File: src/rtl/fetch_prefetch_unit.sv
// fetch_prefetch_unit
//
// Instruction fetch stage in front of the core's decode/execute logic.
// - Generates word-aligned fetch addresses.
// - Issues them to a synchronous instruction memory with a one-cycle read latency.
// - Buffers returned words together with their PCs in a DEPTH-entry prefetch FIFO.
// - Presents the FIFO head to the core as a valid/ready instruction stream.
//
// A redirect from the core (taken branch or jump) does three things:
// - flushes the FIFO;
// - retargets the fetch PC;
// - discards any response that is still in flight.
//
// Optional feature (compile-time macro FETCH_BYPASS_EN):
// - When defined, a response that arrives while the FIFO is empty is
//   presented on the instruction outputs in the same cycle.
// - If the core accepts it in that cycle, it never enters the FIFO.
// - When undefined, every instruction output comes straight from FIFO registers.
//
// Handshake semantics, both interfaces:
// - Memory side: a request transfers on a cycle where imem_req & imem_ready.
//   imem_addr is held stable while imem_req is high and imem_ready is low.
// - Memory side: read data is taken exactly one cycle after the transfer.
// - Core side: an instruction transfers on a cycle where instr_valid & instr_ready.
//   instr and instr_pc are held stable while instr_valid is high and instr_ready is low.

module fetch_prefetch_unit #(
    parameter int          DEPTH    = 4,
    parameter logic [31:0] RESET_PC = 32'h0000_0000
) (
    input  logic        clk,
    input  logic        reset,

    output logic        imem_req,
    output logic [31:0] imem_addr,
    input  logic        imem_ready,
    input  logic [31:0] imem_rdata,

    output logic        instr_valid,
    input  logic        instr_ready,
    output logic [31:0] instr,
    output logic [31:0] instr_pc,

    input  logic        redirect,
    input  logic [31:0] redirect_pc
);

    localparam int AW = $clog2(DEPTH);
    localparam int CW = AW + 1;
    localparam logic [CW:0] DEPTH_W = (CW + 1)'(DEPTH);

    // Fetch-side state
    logic [31:0]   fetch_pc;
    logic          inflight;
    logic [31:0]   inflight_pc;
    logic          kill;

    // Prefetch FIFO storage and bookkeeping
    logic [31:0]   pc_mem   [DEPTH];
    logic [31:0]   word_mem [DEPTH];
    logic [AW-1:0] rd_ptr;
    logic [AW-1:0] wr_ptr;
    logic [CW-1:0] count;

    // Per-cycle control
    logic          fifo_empty;
    logic          resp_valid;
    logic          bypass_hit;
    logic          pop;
    logic          fifo_rd;
    logic          fifo_wr;
    logic          issue;
    logic [CW:0]   occupancy;
    logic [31:0]   redirect_target;
    logic [1:0]    unused_redirect_lsbs;

    // The two low bits of a redirect target are meaningless for
    // word-aligned fetch and are dropped here.
    assign unused_redirect_lsbs = redirect_pc[1:0];
    assign redirect_target      = {redirect_pc[31:2], 2'b00};

    assign fifo_empty = (count == '0);

    // A response is only usable if it was not cancelled by a redirect
    // in the cycle it was in flight.
    assign resp_valid = inflight & ~kill;

`ifdef FETCH_BYPASS_EN
    assign bypass_hit = resp_valid & fifo_empty;
`else
    assign bypass_hit = 1'b0;
`endif

    // Present the FIFO head, or the arriving response when it is bypassed.
    always_comb begin
        instr_valid = ~fifo_empty;
        instr       = word_mem[rd_ptr];
        instr_pc    = pc_mem[rd_ptr];
        if (bypass_hit) begin
            instr_valid = 1'b1;
            instr       = imem_rdata;
            instr_pc    = inflight_pc;
        end
    end

    assign pop = instr_valid & instr_ready;

    // Consumption and allocation decisions.
    // Redirect overrides both: the pop is ignored and the response is discarded.
    // A bypassed response that is consumed on arrival never occupies a slot.
    // fifo_rd needs a non-empty FIFO, so a bypassed pop never reads storage.
    always_comb begin
        fifo_rd = pop & ~fifo_empty & ~redirect;
        fifo_wr = resp_valid & ~redirect & ~(bypass_hit & instr_ready);
    end

    // Projected occupancy if another request were issued now.
    // - Counts the entries held in the FIFO.
    // - Adds the response currently landing.
    // - Subtracts the entry leaving this cycle.
    // Keeping it below DEPTH guarantees every issued response has a slot.
    always_comb begin
        occupancy = {1'b0, count}
                  + {{CW{1'b0}}, inflight}
                  - {{CW{1'b0}}, pop};
        imem_req  = ~reset & ~redirect & (occupancy < DEPTH_W);
    end

    assign imem_addr = fetch_pc;
    assign issue     = imem_req & imem_ready;

    // Fetch PC, outstanding-request tracking and response kill.
    // - The fetch PC advances only on an accepted issue.
    // - A redirect overrides any issue.
    // - At most one request is outstanding at a time.
    always_ff @(posedge clk) begin
        if (reset) begin
            fetch_pc    <= {RESET_PC[31:2], 2'b00};
            inflight    <= 1'b0;
            inflight_pc <= '0;
            kill        <= 1'b0;
        end else begin
            // Kill lasts exactly one cycle and only matters if a request
            // was outstanding when the redirect arrived.
            kill     <= redirect & inflight;
            inflight <= issue;
            if (issue) begin
                inflight_pc <= fetch_pc;
            end
            if (redirect) begin
                fetch_pc <= redirect_target;
            end else if (issue) begin
                fetch_pc <= fetch_pc + 32'd4;
            end
        end
    end

    // FIFO pointers and entry count.
    // A redirect empties the FIFO in one cycle.
    always_ff @(posedge clk) begin
        if (reset) begin
            rd_ptr <= '0;
            wr_ptr <= '0;
            count  <= '0;
        end else if (redirect) begin
            rd_ptr <= '0;
            wr_ptr <= '0;
            count  <= '0;
        end else begin
            if (fifo_wr) begin
                wr_ptr <= wr_ptr + 1'b1;
            end
            if (fifo_rd) begin
                rd_ptr <= rd_ptr + 1'b1;
            end
            case ({fifo_wr, fifo_rd})
                2'b10:   count <= count + 1'b1;
                2'b01:   count <= count - 1'b1;
                default: count <= count;
            endcase
        end
    end

    // FIFO storage.
    // It is cleared on reset so that the instruction outputs read as zero
    // before the first fetch lands.
    always_ff @(posedge clk) begin
        if (reset) begin
            for (int i = 0; i < DEPTH; i++) begin
                pc_mem[i]   <= '0;
                word_mem[i] <= '0;
            end
        end else if (fifo_wr) begin
            pc_mem[wr_ptr]   <= inflight_pc;
            word_mem[wr_ptr] <= imem_rdata;
        end
    end

endmodule

File: config.mk
export PLATFORM = sky130hd
export DESIGN_NAME = fetch_prefetch_unit
export DESIGN_NICKNAME = d
export VERILOG_FILES = /design/src/rtl/fetch_prefetch_unit.sv
export SDC_FILE = /design/constraint.sdc
export NUM_CORES = 1
export LEC_CHECK = 0
export BUFFER_PORTS_ARGS = -buffer_cell sky130_fd_sc_hd__buf_4
export CORE_UTILIZATION = 53
export DETAILED_ROUTE_END_ITERATION = 10
export PLACE_DENSITY = 0.77
export RECOVER_POWER = 100
export SKIP_LAST_GASP = 1
export SYNTH_ARGS = -nofsm -noshare
export SYNTH_HDL_FRONTEND = slang
export SYNTH_SLANG_ARGS = --single-unit
File: constraint.sdc
create_clock -name clk -period 5.6 [get_ports clk]
set_input_delay 0 -clock clk [delete_from_list [all_inputs] [get_ports clk]]
set_output_delay 0 -clock clk [all_outputs]
set_load 0.01 [all_outputs]
==> flow_summary.toml <==
[sta]
hold_viol = 0
relSlewSlack_pct = -121
hold_ws_ns = 0.0382
slew_viol_final = 390
clock_skew_ns = 0.0184
fin_ws_ns = 0.887
setup_viol = 0
worstMarginPinSlew_ns = 3.31
rsz0062_at_grt = "false"
fmax_mhz = 212
finalCritPeriodShare_pct = 84.2
fin_tns_setup_ns = 0
fin_crit_ns = 4.71

[die]
row_count = 58
start_util_pct = 54.4
die_h_um = 163
io_pins = 167
die_x_um = 163
dieArea_um2 = 26600
core_area_um2 = 25300

[place]
pre_cts_ws_ns = 1.88
post_dp_cell_area_um2 = 15200
gp_congestion = 0.825
portBuffers = 160
dp_hpwl_um = 17700

[final_layout]
area_delta_synth_final_pct = 20.3
drive_gt1_share_pct = 14.8
n_antenna_cell = 0
final_common_cell = "edfxtp_1"
final_cell_mix = "248 x edfxtp_1, 188 x nor2_1, 147 x nand2_1"
nNetsFinal = 1372
fin_area_um2 = 16600

[worst_setup_path]
worst_ep_required_time_ns = 6.06
worstRegToRegCells = 11
worstReg2RegStart = "count[2]"
crit_arrival_ns = 5.17
cp_slowest_cell = "or4_1"
path_max_fanout = 36
cpPeakStageDelay_ns = 0.85
reg2reg_to = "imem_addr[27]"
path_class = "reg2reg"
path_cells = "o31a_1, ha_1, inv_1, ha_1, and3b_1, or4_1, and2_0, inv_1, a211oi_1, a2111oi_0, dlygate4sd3_1"
start_kind = "flop"
worst-path-buf-inv = 3
r2r_slack_ns = 0.89
worst_setup_path_end_kind = "flop"
crit_family = "buffers and inverters"

[cts]
postCtsSetupBuffers = 0
cts_tree = "built"
ctsHoldBuffers = 70
htreeDepth = 2
clockBufferDepth = 3
cts_resized = 0
clkTransAtPathRegs_ns = 0.06
cts-root-buf = "clkbuf_16"
cts_sinks = 319
cts-buffers-inserted = 34
clk_latency_ns = 0.51

[global_route]
grt_pass1_wl_um = 50300
overflow = 0
grt_pass1_vias = 9368
antenna_found_initial = 0
grtUsageTotal_pct = 24.8
grt_max_degree = 67

[logic_synthesis]
syn_area_per_cell_um2 = 12.6
synth_enable_flop_cells = 248
ys_seq_area_share_pct = 64.4
synth_top_area_share_pct = 54.1
ys.warnings.count = 0
ys.flop_type = "edfxtp_1"
synth_cells = 1095
synthesis.area_um2 = 13800
netlist-cell-type-count = 51
ys_ff_latch = 319
yosysTopAreaCell = "edfxtp_1"
synth_area_leaders = "edfxtp_1 54%, dfxtp_1 10%, mux4_2 10%, nor2_1 5.1%, nand2_1 4.0%"
ys_async_sr_fraction_pct = 0

[flow_run]
maxCapViolations = 8

[worst_hold_path]
min_path_type = "in2reg"
min_path_cells = 2
holdPathEnd = "kill"
hold_start = "reset"

[power_and_ir_drop]
peakVddDrop_v = 0.000216
powerDensity_nw_per_um2 = 317
p_leak_nw = 6.18

[status]
status = "finished with violations"
violations = "capacitance limit, slew limit"

[route]
drc_errors = 0
wl_per_cell_um = 19.6
vias_per_cell = 5.58
drt-initial-drc-count = 892
ant_nets = 0
drt_pass1_iterations = 5
via_count = 9218
totalWireLength_um = 32400
[synthesized netlist by cell type (5+ instances only)]
cell      count
edfxtp_1    248
nor2_1      188
nand2_1     147
inv_1        74
dfxtp_1      71
mux4_2       62
clkbuf_1     56
a21oi_1      40
and2_1       37
a211oi_1     22
xnor2_1      20
nand3_1      10
nand4_1      10
buf_1         9
a211oi_2      7
and4_1        7
and3_1        6
nor3_1        6
ha_1          5
nor4_1        5
[flip-flops by register name, indices dropped and copies added (netlist names), named ones only]
signal and flops:
kill 1, rd_ptr 2, imem_addr 30, pc_mem 120, inflight_pc 30, count 3
inflight 1, wr_ptr 2, word_mem 128
[logic make-up (layout without fill, tap and decap cells)]
logic type | count (synthesis) | after routing | synth area share, %
multiplexers | 67 | 67 | 10.5
buffers and inverters | 150 | 373 | 4.34
AND/OR/NAND/NOR | 436 | 436 | 13.8
flip-flops | 319 | 319 | 64.4
adder cells (fa/ha/maj) | 6 | 6 | 0.600
XOR/XNOR | 23 | 23 | 1.46
AO/OA/AOI/OAI | 93 | 93 | 4.84
other | 1 | 4 | 0.0272
[worst max-delay path by stage]
stage / from / end / slack (ns) / depth (start not counted)
after detailed placement: count[2] / imem_addr[8] / 1.88 / 10
after floorplan: wr_ptr[0] / pc_mem[0][10] / 1.55 / 3
after global placement: count[2] / imem_addr[8] / 1.93 / 10
after CTS: count[2] / imem_addr[8] / 1.33 / 11
final: count[2] / imem_addr[27] / 0.89 / 11
after global routing: count[2] / imem_addr[27] / 0.43 / 11
[metal layers]
metal	global-route usage (%)	part of all wire (%)	vias to the layer above
met2	43.0	50	354
met1	32.6	41	4533
li1	-	-	4288
met3	3.61	6.8	43
met4	6.46	1.5	0
met5	0	0	-
[stage by stage]
stage	utilization [%]	cells	power, W
floorplan	-	1098	0.00287
global placement	60.0	1521	0.00302
finish	65.4	1651	0.00526
global route	65.4	1651	0.00540
detailed placement	60.0	1521	0.00303
CTS	67.2	1651	0.00530
[area by class of cell]
| class | count | area [µm²] |
|---|---|---|
| Timing Repair Buffer | 238 | 1600 |
| Inverter | 75 | 282 |
| Sequential cell | 319 | 8870 |
| Clock buffer | 49 | 977 |
| Multi-Input combinational cell | 629 | 4280 |
| Tap cell | 330 | 413 |
| Fill cell | 1902 | 8750 |
| Clock inverter | 11 | 153 |
[where the power goes]
group	switching (W)	leakage [nW]	total (W)	internal, W
sequential	0.0000500	3.14	0.00269	0.00264
combinational	0.000172	2.49	0.000302	0.000130
clock	0.000910	0.548	0.00227	0.00136
total	0.00113	6.18	0.00526	0.00413
No activity file was read; power rests on OpenSTA's default activity.
